===== config.mk =====
export PLATFORM = sky130hd
export DESIGN_NAME = i2c_req_arbiter
export DESIGN_NICKNAME = d
export VERILOG_FILES = /design/src/rtl/i2c_req_arbiter.sv
export SDC_FILE = /design/constraint.sdc
export NUM_CORES = 1
export LEC_CHECK = 0
export BUFFER_PORTS_ARGS = -buffer_cell sky130_fd_sc_hd__buf_2
export CORE_MARGIN = 4
export CORE_UTILIZATION = 30
export DETAILED_ROUTE_END_ITERATION = 7
export GPL_TIMING_DRIVEN = 1
export SETUP_SLACK_MARGIN = 0.05
export SLEW_MARGIN = 10
export SYNTH_ARGS = -nofsm -noshare
export SYNTH_HDL_FRONTEND = slang
export SYNTH_SLANG_ARGS = --single-unit

===== constraint.sdc =====
create_clock -name clk -period 3.1 [get_ports clk]
set_input_delay 0.31 -clock clk [delete_from_list [all_inputs] [get_ports clk]]
set_output_delay 0.31 -clock clk [all_outputs]
set_load 0.02 [all_outputs]

===== src/rtl/i2c_req_arbiter.sv =====
// Round-robin arbiter sharing one i2c_master between NUM_REQ requesters, with a watchdog.
// Define I2C_ARB_FIXED_PRIO_EN for fixed priority (lowest index wins) instead of round-robin.
module i2c_req_arbiter #(
  parameter int NUM_REQ        = 4,
  parameter int TIMEOUT_CYCLES = 200000,
  parameter int TW             = 18
) (
  input  logic                   clk,
  input  logic                   rst_n,
  input  logic [NUM_REQ-1:0]     req,
  input  logic [NUM_REQ-1:0]     req_rw,
  input  logic [7*NUM_REQ-1:0]   req_addr,
  input  logic [8*NUM_REQ-1:0]   req_wdata,
  output logic [NUM_REQ-1:0]     gnt,
  output logic [NUM_REQ-1:0]     rsp_valid,
  output logic [7:0]             rsp_rdata,
  output logic                   rsp_err,
  output logic                   m_start,
  output logic                   m_read_write,
  output logic [6:0]             m_slave_addr,
  output logic [7:0]             m_data_in,
  input  logic [7:0]             m_data_out,
  input  logic                   m_busy,
  input  logic                   m_done
);

  localparam int IW = $clog2(NUM_REQ);
  localparam logic [TW-1:0] TO_LAST = TW'(TIMEOUT_CYCLES - 1);

  typedef enum logic [2:0] {S_IDLE, S_GRANT, S_LAUNCH, S_WAIT, S_RESP} state_t;

  state_t               r_state;
  logic [IW-1:0]        r_win;
  logic [TW-1:0]        r_cnt;
  logic [NUM_REQ-1:0]   r_gnt;
  logic [NUM_REQ-1:0]   r_rsp_valid;
  logic [7:0]           r_rsp_rdata;
  logic                 r_rsp_err;
  logic                 r_m_start;
  logic                 r_m_rw;
  logic [6:0]           r_m_addr;
  logic [7:0]           r_m_wdata;
  logic                 r_busy_s1, r_busy_s;
  logic                 r_done_s1, r_done_s, r_done_s_d;
  logic                 w_done_rise;
  logic [IW-1:0]        w_win;
  logic                 w_any;

  function automatic logic [NUM_REQ-1:0] onehot(input logic [IW-1:0] idx);
    onehot      = '0;
    onehot[idx] = 1'b1;
  endfunction

`ifdef I2C_ARB_FIXED_PRIO_EN
  always_comb begin
    w_win = '0;
    w_any = 1'b0;
    for (int k = NUM_REQ - 1; k >= 0; k--) begin
      if (req[k]) begin
        w_any = 1'b1;
        w_win = IW'(k);
      end
    end
  end
`else
  logic [IW-1:0] r_ptr;

  // Scan downward so the set bit nearest after the pointer is assigned last and wins.
  always_comb begin
    w_win = '0;
    w_any = 1'b0;
    for (int k = NUM_REQ; k >= 1; k--) begin
      if (req[(int'(r_ptr) + k) % NUM_REQ]) begin
        w_any = 1'b1;
        w_win = IW'((int'(r_ptr) + k) % NUM_REQ);
      end
    end
  end
`endif

  // busy/done come from the master's divided SCL domain.
  always_ff @(posedge clk or negedge rst_n) begin
    if (!rst_n) begin
      r_busy_s1  <= 1'b0;
      r_busy_s   <= 1'b0;
      r_done_s1  <= 1'b0;
      r_done_s   <= 1'b0;
      r_done_s_d <= 1'b0;
    end else begin
      r_busy_s1  <= m_busy;
      r_busy_s   <= r_busy_s1;
      r_done_s1  <= m_done;
      r_done_s   <= r_done_s1;
      r_done_s_d <= r_done_s;
    end
  end

  assign w_done_rise = r_done_s & ~r_done_s_d;

  always_ff @(posedge clk or negedge rst_n) begin
    if (!rst_n) begin
      r_state     <= S_IDLE;
      r_win       <= '0;
      r_cnt       <= '0;
      r_gnt       <= '0;
      r_rsp_valid <= '0;
      r_rsp_rdata <= '0;
      r_rsp_err   <= 1'b0;
      r_m_start   <= 1'b0;
      r_m_rw      <= 1'b0;
      r_m_addr    <= '0;
      r_m_wdata   <= '0;
`ifndef I2C_ARB_FIXED_PRIO_EN
      r_ptr       <= IW'(NUM_REQ - 1);
`endif
    end else begin
      case (r_state)
        S_IDLE: begin
          if (w_any) begin
            r_win     <= w_win;
            r_gnt     <= onehot(w_win);
            r_m_rw    <= req_rw[w_win];
            r_m_addr  <= req_addr[7*int'(w_win) +: 7];
            r_m_wdata <= req_wdata[8*int'(w_win) +: 8];
`ifndef I2C_ARB_FIXED_PRIO_EN
            r_ptr     <= w_win;
`endif
            r_state   <= S_GRANT;
          end
        end
        S_GRANT: begin
          r_cnt     <= '0;
          r_m_start <= 1'b1;
          r_state   <= S_LAUNCH;
        end
        // start stays high until the master reports busy; it only samples on slow SCL edges.
        S_LAUNCH: begin
          r_cnt <= r_cnt + 1'b1;
          if (r_cnt == TO_LAST) begin
            r_m_start   <= 1'b0;
            r_rsp_rdata <= '0;
            r_rsp_err   <= 1'b1;
            r_rsp_valid <= onehot(r_win);
            r_state     <= S_RESP;
          end else if (r_busy_s) begin
            r_m_start <= 1'b0;
            r_state   <= S_WAIT;
          end
        end
        S_WAIT: begin
          r_cnt <= r_cnt + 1'b1;
          if (w_done_rise) begin
            r_rsp_rdata <= m_data_out;
            r_rsp_err   <= 1'b0;
            r_rsp_valid <= onehot(r_win);
            r_state     <= S_RESP;
          end else if (r_cnt == TO_LAST) begin
            r_rsp_rdata <= '0;
            r_rsp_err   <= 1'b1;
            r_rsp_valid <= onehot(r_win);
            r_state     <= S_RESP;
          end
        end
        S_RESP: begin
          r_rsp_valid <= '0;
          r_gnt       <= '0;
          r_m_start   <= 1'b0;
          r_state     <= S_IDLE;
        end
        default: r_state <= S_IDLE;
      endcase
    end
  end

  assign gnt          = r_gnt;
  assign rsp_valid    = r_rsp_valid;
  assign rsp_rdata    = r_rsp_rdata;
  assign rsp_err      = r_rsp_err;
  assign m_start      = r_m_start;
  assign m_read_write = r_m_rw;
  assign m_slave_addr = r_m_addr;
  assign m_data_in    = r_m_wdata;

endmodule


# After elaboration in Yosys (flattened, before gate mapping)
# Cells that the tools add are included.
# Widths: inputs -> output; s select.
totals:
  regBits: 64
  input_bits: 80
  out_inout_bits: 34
  elab_cells: 111
classes:
  add_sub_neg: 5
  n_mul: 1
  n_lt_le_gt_ge: 8
  n_eq_ne: 8
  n_shift: 2
  n_mux: 47
  bitwise: 6
  n_reduce_logical: 17
ops:
  columns: ["op", "count"]
  rows:
  - ["$pmux 18 s2", 1]
  - ["$shiftx 32x6->8", 1]
  - ["$shiftx 28x6->7", 1]
  - ["$mux 1", 19]
  - ["$add 18x1->18 const B", 1]
  - ["$eq 18x18->1 const B", 1]
  - ["$lt 3x4->1 const B", 4]
  - ["$mux 8", 2]
  - ["$pmux 8 s2", 1]
  - ["$mux 3", 5]
  - ["$mux 4", 3]
  - ["$pmux 3 s4", 1]
  - ["$pmux 4 s3", 1]
  - ["$bmux 1 s2", 5]
  - ["$reduce_or 2->1", 5]
  - ["$mux 2", 4]
  - ["$pmux 4 s2", 1]
  - ["$eq 3x2->1 const B", 2]
  - ["$lt 2x3->1 const B", 2]
  - ["$ne 3x3->1 const B", 2]
  - ["$reduce_and 2->1", 3]
  - ["$reduce_bool 2->1", 3]
  - ["$reduce_bool 3->1", 2]
  - ["$mul 3x2->5 const A", 1]
  - ["15 further kinds", 23]

# Depth between registers and ports, before layout
depth:
  word_depth: 16
  depth_mapped: 8
  mapped_depth_nobuf: 6

# Least setup slack after synthesis
# Ideal clock, no wire load.
synth_path:
  path_kind: "register to register"
  from: "register r_ptr[1]"
  to: "register r_m_wdata[0] (netlist: m_data_in[0])"
  setup_ns: 0.128
  arrival_time_ns: 1.732
  t_required_ns: 2.972
  slack_ns: 1.240
  stages_incl_launch_ff: 9
  path_buffers: 3
  synth_period_minus_slack_ns: 1.860
  path_cell_list: "dfstp_2 > buf_6 > mux2i_1 > o21ai_2 > or2_1 > buf_6 > buf_6 > a211oi_2 > a211oi_2"
synth_between:
  elab_chain_cells: 9
  elab_cells_between_ends: 26
  cone_classes: "4 x add/sub; 1 x shift; 20 x mux; 1 x reduce/logical"
synth_lines:
  columns: ["element", "line_no", "text"]
  rows:
  - ["from (decl)", "66", "logic [IW-1:0] r_ptr;"]
  - ["from (signal assigned)", "114", "r_ptr <= IW'(NUM_REQ - 1);"]
  - ["from (signal assigned)", "126", "r_ptr <= w_win;"]
  - ["$add 2x1->2", "73, 75", null]
  - ["$bmux 1 s2", "73", "if (req[(int'(r_ptr) + k) % NUM_REQ]) begin"]
  - ["$mux 1 (implied by the code) (2 in series)", "73", null]
  - ["$mux 2 / $mux 1 (equally long branches) (4 in series)", "73", null]
  - ["$shiftx 32x6->8 / $reduce_and 2->1 (equally long branches)", null, null]
  - ["to (signal assigned)", "124", "r_m_wdata <= req_wdata[8*int'(w_win) +: 8];"]
  - ["to (decl)", "42", "logic [7:0] r_m_wdata;"]
# Parallel ways exist; a longest one is shown, timed or not. The select of a mux whose other input is x is not followed.
# A chain may end at the register's enable or synchronous reset.

# Worst setup path in the final report
layout_path:
  from: "register r_ptr[1]"
  to: "register r_m_wdata[3] (netlist: m_data_in[3])"
# The elaborated chain is that of the path after synthesis.

==> run metrics <==
outcome=finished, final reports clean; Final Hold Violating Endpoints=0; overall fraction of global-route tracks in use=between 10% and 20%; largest fanout on the critical path=18; Adder-Cell Fraction of Synth Area=less than 1%; wire length of the first global-routing pass=approximately 15000 µm; DRC violation total after the first TritonRoute iteration=between 100 and 150; library cell occupying the most area in the post-synthesis netlist=sky130_fd_sc_hd__dfrtp_1; number of setup violations in the final report=0; synthesized netlist net count=434; Clock Latency Late Sink=between 0.3 and 0.4 ns; leak pwr=between 1.5 and 2 nW; list of cells traversed by the critical path=mux2i_1 -> o21ai_2 -> nor2_2 -> buf_4 -> mux2i_1 -> a211oi_2; fin crit share=81.9%; fraction of synthesized cell area in xor and xnor cells=0%; via count of the first global-routing pass=3076; count of mapped cells out of synthesis=~350; most area-consuming cells after synthesis=sky130_fd_sc_hd__dfrtp_1 44%, sky130_fd_sc_hd__mux2i_1 8.2%, sky130_fd_sc_hd__a211oi_2 6.7%, sky130_fd_sc_hd__nor2_1 4.4%, sky130_fd_sc_hd__nand2_1 3.7%; synthesized-area fraction occupied by ao, oa, aoi and oai cells=about a fifth; #FFs+latches synth=64; starting density of the core=a little under a third; unique cell type count in the Yosys netlist=50; Worst Path Class, Setup=reg -> reg; Post-Route Skew=between 0.01 and 0.015 ns; synthesis warning total=0; synthesis-to-finish area growth=27.2%; final standard cell utilization of the core=39.1%; multiplexer share of the synthesized area=a little under 9%; die width=approximately 120 µm; Highest Clock Rate=a little under 0.4 GHz; Post-DP HPWL=between 6000 and 7000 µm; number of placed instances with taps included=slightly below 600; routed vias=approximately 3000; die area=between 10000 and 15000 µm²; fill cell total of the finished layout=roughly 1200; FF/Latch Area=roughly 1600 µm²; initial antenna violation count=0; Routability Congestion=roughly 0.85; Worst-Margin Slew=around 1.1 ns; clock sink count=64; Power per Cell Area=roughly 900 nW/µm²; die span in y=between 100 and 150 µm; final wirelength=9120 µm; DR DRC count=0; detail-routed via count per cell=~4.9; total area of multi-input combinational cells=around 1800 µm²; most common cell after layout, fill and taps aside=sky130_fd_sc_hd__buf_2; proportion of register bits with asynchronous set or reset after synthesis=between 90% and 100%; number of buffers inserted for hold repair after clock tree synthesis=0; post-layout net count=roughly 540; path type of the worst min-delay path=in -> reg; CP max-delay cell=sky130_fd_sc_hd__nor2_2; core area=between 10000 and 15000 µm²; total non-filler cell area in the finished layout=around 4500 µm²; critical path arrival=between 2 and 3 ns; routed wirelength normalized by instance count=approximately 15 µm; most frequent cells in the layout=113 x sky130_fd_sc_hd__buf_2, 62 x sky130_fd_sc_hd__dfrtp_1, 41 x sky130_fd_sc_hd__nor2_1; Yosys top cell area share=between 40 and 50%; cell type with the highest occurrence count on the critical path=sky130_fd_sc_hd__mux2i_1; Crit path largest cell delay=between 0.6 and 0.7 ns; I/O pin cnt=~110; number of levels the H-tree was split into=3; number of setup buffers added after CTS=0; maximum clock path buffer count=2; maximum VDD drop=about 0.47 mV; count of non-filler cells in the finished layout=between 600 and 700; setup repair after global routing missed its margin=no; final worst path period need=approximately 2.5 ns; total CTS buffers=9; Placement Cell Area=4190 µm²; post-synth design cell area=roughly 3500 µm²; post-CTS clock slew at the launch and capture registers of the worst setup and hold paths=0.05 ns; Port-buffer cells=approximately 110; pin count of the biggest net entering global routing=65; Pre-antenna DRT Iters=4; startpoint type of the worst setup path=flop; global route overflow=0; Worst slew margin=26.8%; total of cells resized after clock tree synthesis=0; final total negative setup slack=0 ns; Crit. End Element=flop; Antenna diodes=0; Routed Antenna Nets=0; DP Worst Slack=roughly 0.52 ns; final slew viol count=0; dominant combinational cell family by area after synthesis=compound AO/OA/AOI/OAI gates; PnR worst setup slack=between 0.5 and 0.6 ns; EDFF count, synth=0; count of standard-cell rows=39; Worst Path Required=3.26 ns; sequential cell area fraction in the yosys report=about 46%; CTS tree=yes; CTS root buf=sky130_fd_sc_hd__clkbuf_16; Max Cap Violations=0; average cell area after synthesis=9.98 µm²; primary flip-flop cell chosen by synthesis mapping=sky130_fd_sc_hd__dfrtp_1; simple-gate portion of the synthesized area=between 15 and 20%; share of post-route cells with drive strength above 1=between 30% and 40%
worst max-delay path: cells and delay by family (launching register included):
kind | cells | cell delay (ns)
mux | 2 | 0.51
compound gates | 2 | 0.35
flops | 1 | 0.59
buf+inv | 1 | 0.28
simple gates | 1 | 0.64
path summary, 6_finish.rpt:
path,start,cells after the start,slack (ns),to
worst max-delay path,r_ptr[1],6,0.56,m_data_in[3]
worst min-delay path,m_done,1,0.09,r_done_s1
worst max register to register,r_ptr[1],6,0.56,m_data_in[3]
worst min register to register,r_done_s1,0,0.36,r_done_s
max in group asynchronous,rst_n,2,2.37,m_data_in[5]
min in group asynchronous,rst_n,2,0.14,rsp_rdata[6]
synth_stat cells (2+ instances only):
cell type,number
sky130_fd_sc_hd__nand4_1,6
sky130_fd_sc_hd__a21oi_1,6
sky130_fd_sc_hd__a211oi_2,19
sky130_fd_sc_hd__a211oi_1,12
sky130_fd_sc_hd__o211ai_1,4
sky130_fd_sc_hd__a21oi_2,2
sky130_fd_sc_hd__o21ai_1,15
sky130_fd_sc_hd__nor3_1,4
sky130_fd_sc_hd__o31ai_1,6
sky130_fd_sc_hd__or4_1,2
sky130_fd_sc_hd__inv_1,8
sky130_fd_sc_hd__nand3_1,9
sky130_fd_sc_hd__or2_2,2
sky130_fd_sc_hd__nor2_2,4
sky130_fd_sc_hd__or2_1,2
sky130_fd_sc_hd__dfrtp_1,62
sky130_fd_sc_hd__dfstp_2,2
sky130_fd_sc_hd__buf_2,6
sky130_fd_sc_hd__o21ai_0,7
sky130_fd_sc_hd__nor3b_1,15
sky130_fd_sc_hd__nand2b_1,7
sky130_fd_sc_hd__nor2_1,41
sky130_fd_sc_hd__clkbuf_1,9
sky130_fd_sc_hd__nand3b_1,3
sky130_fd_sc_hd__nand2_1,35
sky130_fd_sc_hd__mux2i_1,29
sky130_fd_sc_hd__buf_6,5
sky130_fd_sc_hd__o21a_1,9
layout make-up:
type                       instances  area share (%)
timing repair buffer             119            13.6
multi-input combinational        259            39.2
inverter                           9           0.754
sequential                        64            35.8
clock buffer                      10            5.11
tap                              143            3.99
clock inverter                     6            1.51
flip-flops by register name, indices dropped and copies added (netlist names):
register      cells
m_start           1
r_cnt            18
r_win             2
m_slave_addr      7
r_done_s_d        1
r_state           3
r_done_s          1
m_data_in         8
rsp_rdata         8
r_busy_s          1
rsp_err           1
r_done_s1         1
gnt               4
m_read_write      1
r_busy_s1         1
r_ptr             2
rsp_valid         4
kinds of logic after synthesis:
logic type / Yosys count
buffers and inverters: 30
AOI/OAI and AO/OA: 91
and+or+nand+nor: 137
adders and majority gates: 1
DFF: 64
muxes: 30
power by group:
group	switching, mW	leakage [nW]	internal [mW]
registers	0.214	0.775	1.12
logic	1.04	1.03	0.618
clock network	0.378	0.139	0.625
per-layer routing:
layer	vias to the layer above	part of all wire [%]	track usage [%]	wire length (µm)
met2	99	47	22.0	4260
li1	1497	-	-	-
met3	10	8.7	5.44	790
met4	0	1.3	4.56	121
met5	-	0	0	0
met1	1411	43	18.1	3950
metrics by stage:
step	hold slack (ns)	power [mW]
floorplan	0.0144	2.53
global placement	0.341	2.99
detailed placement	0.347	3.04
CTS	0.0752	4.05
global route	0.0763	4.29
finish	0.0874	3.99
Power figures use the tool's default switching activity.
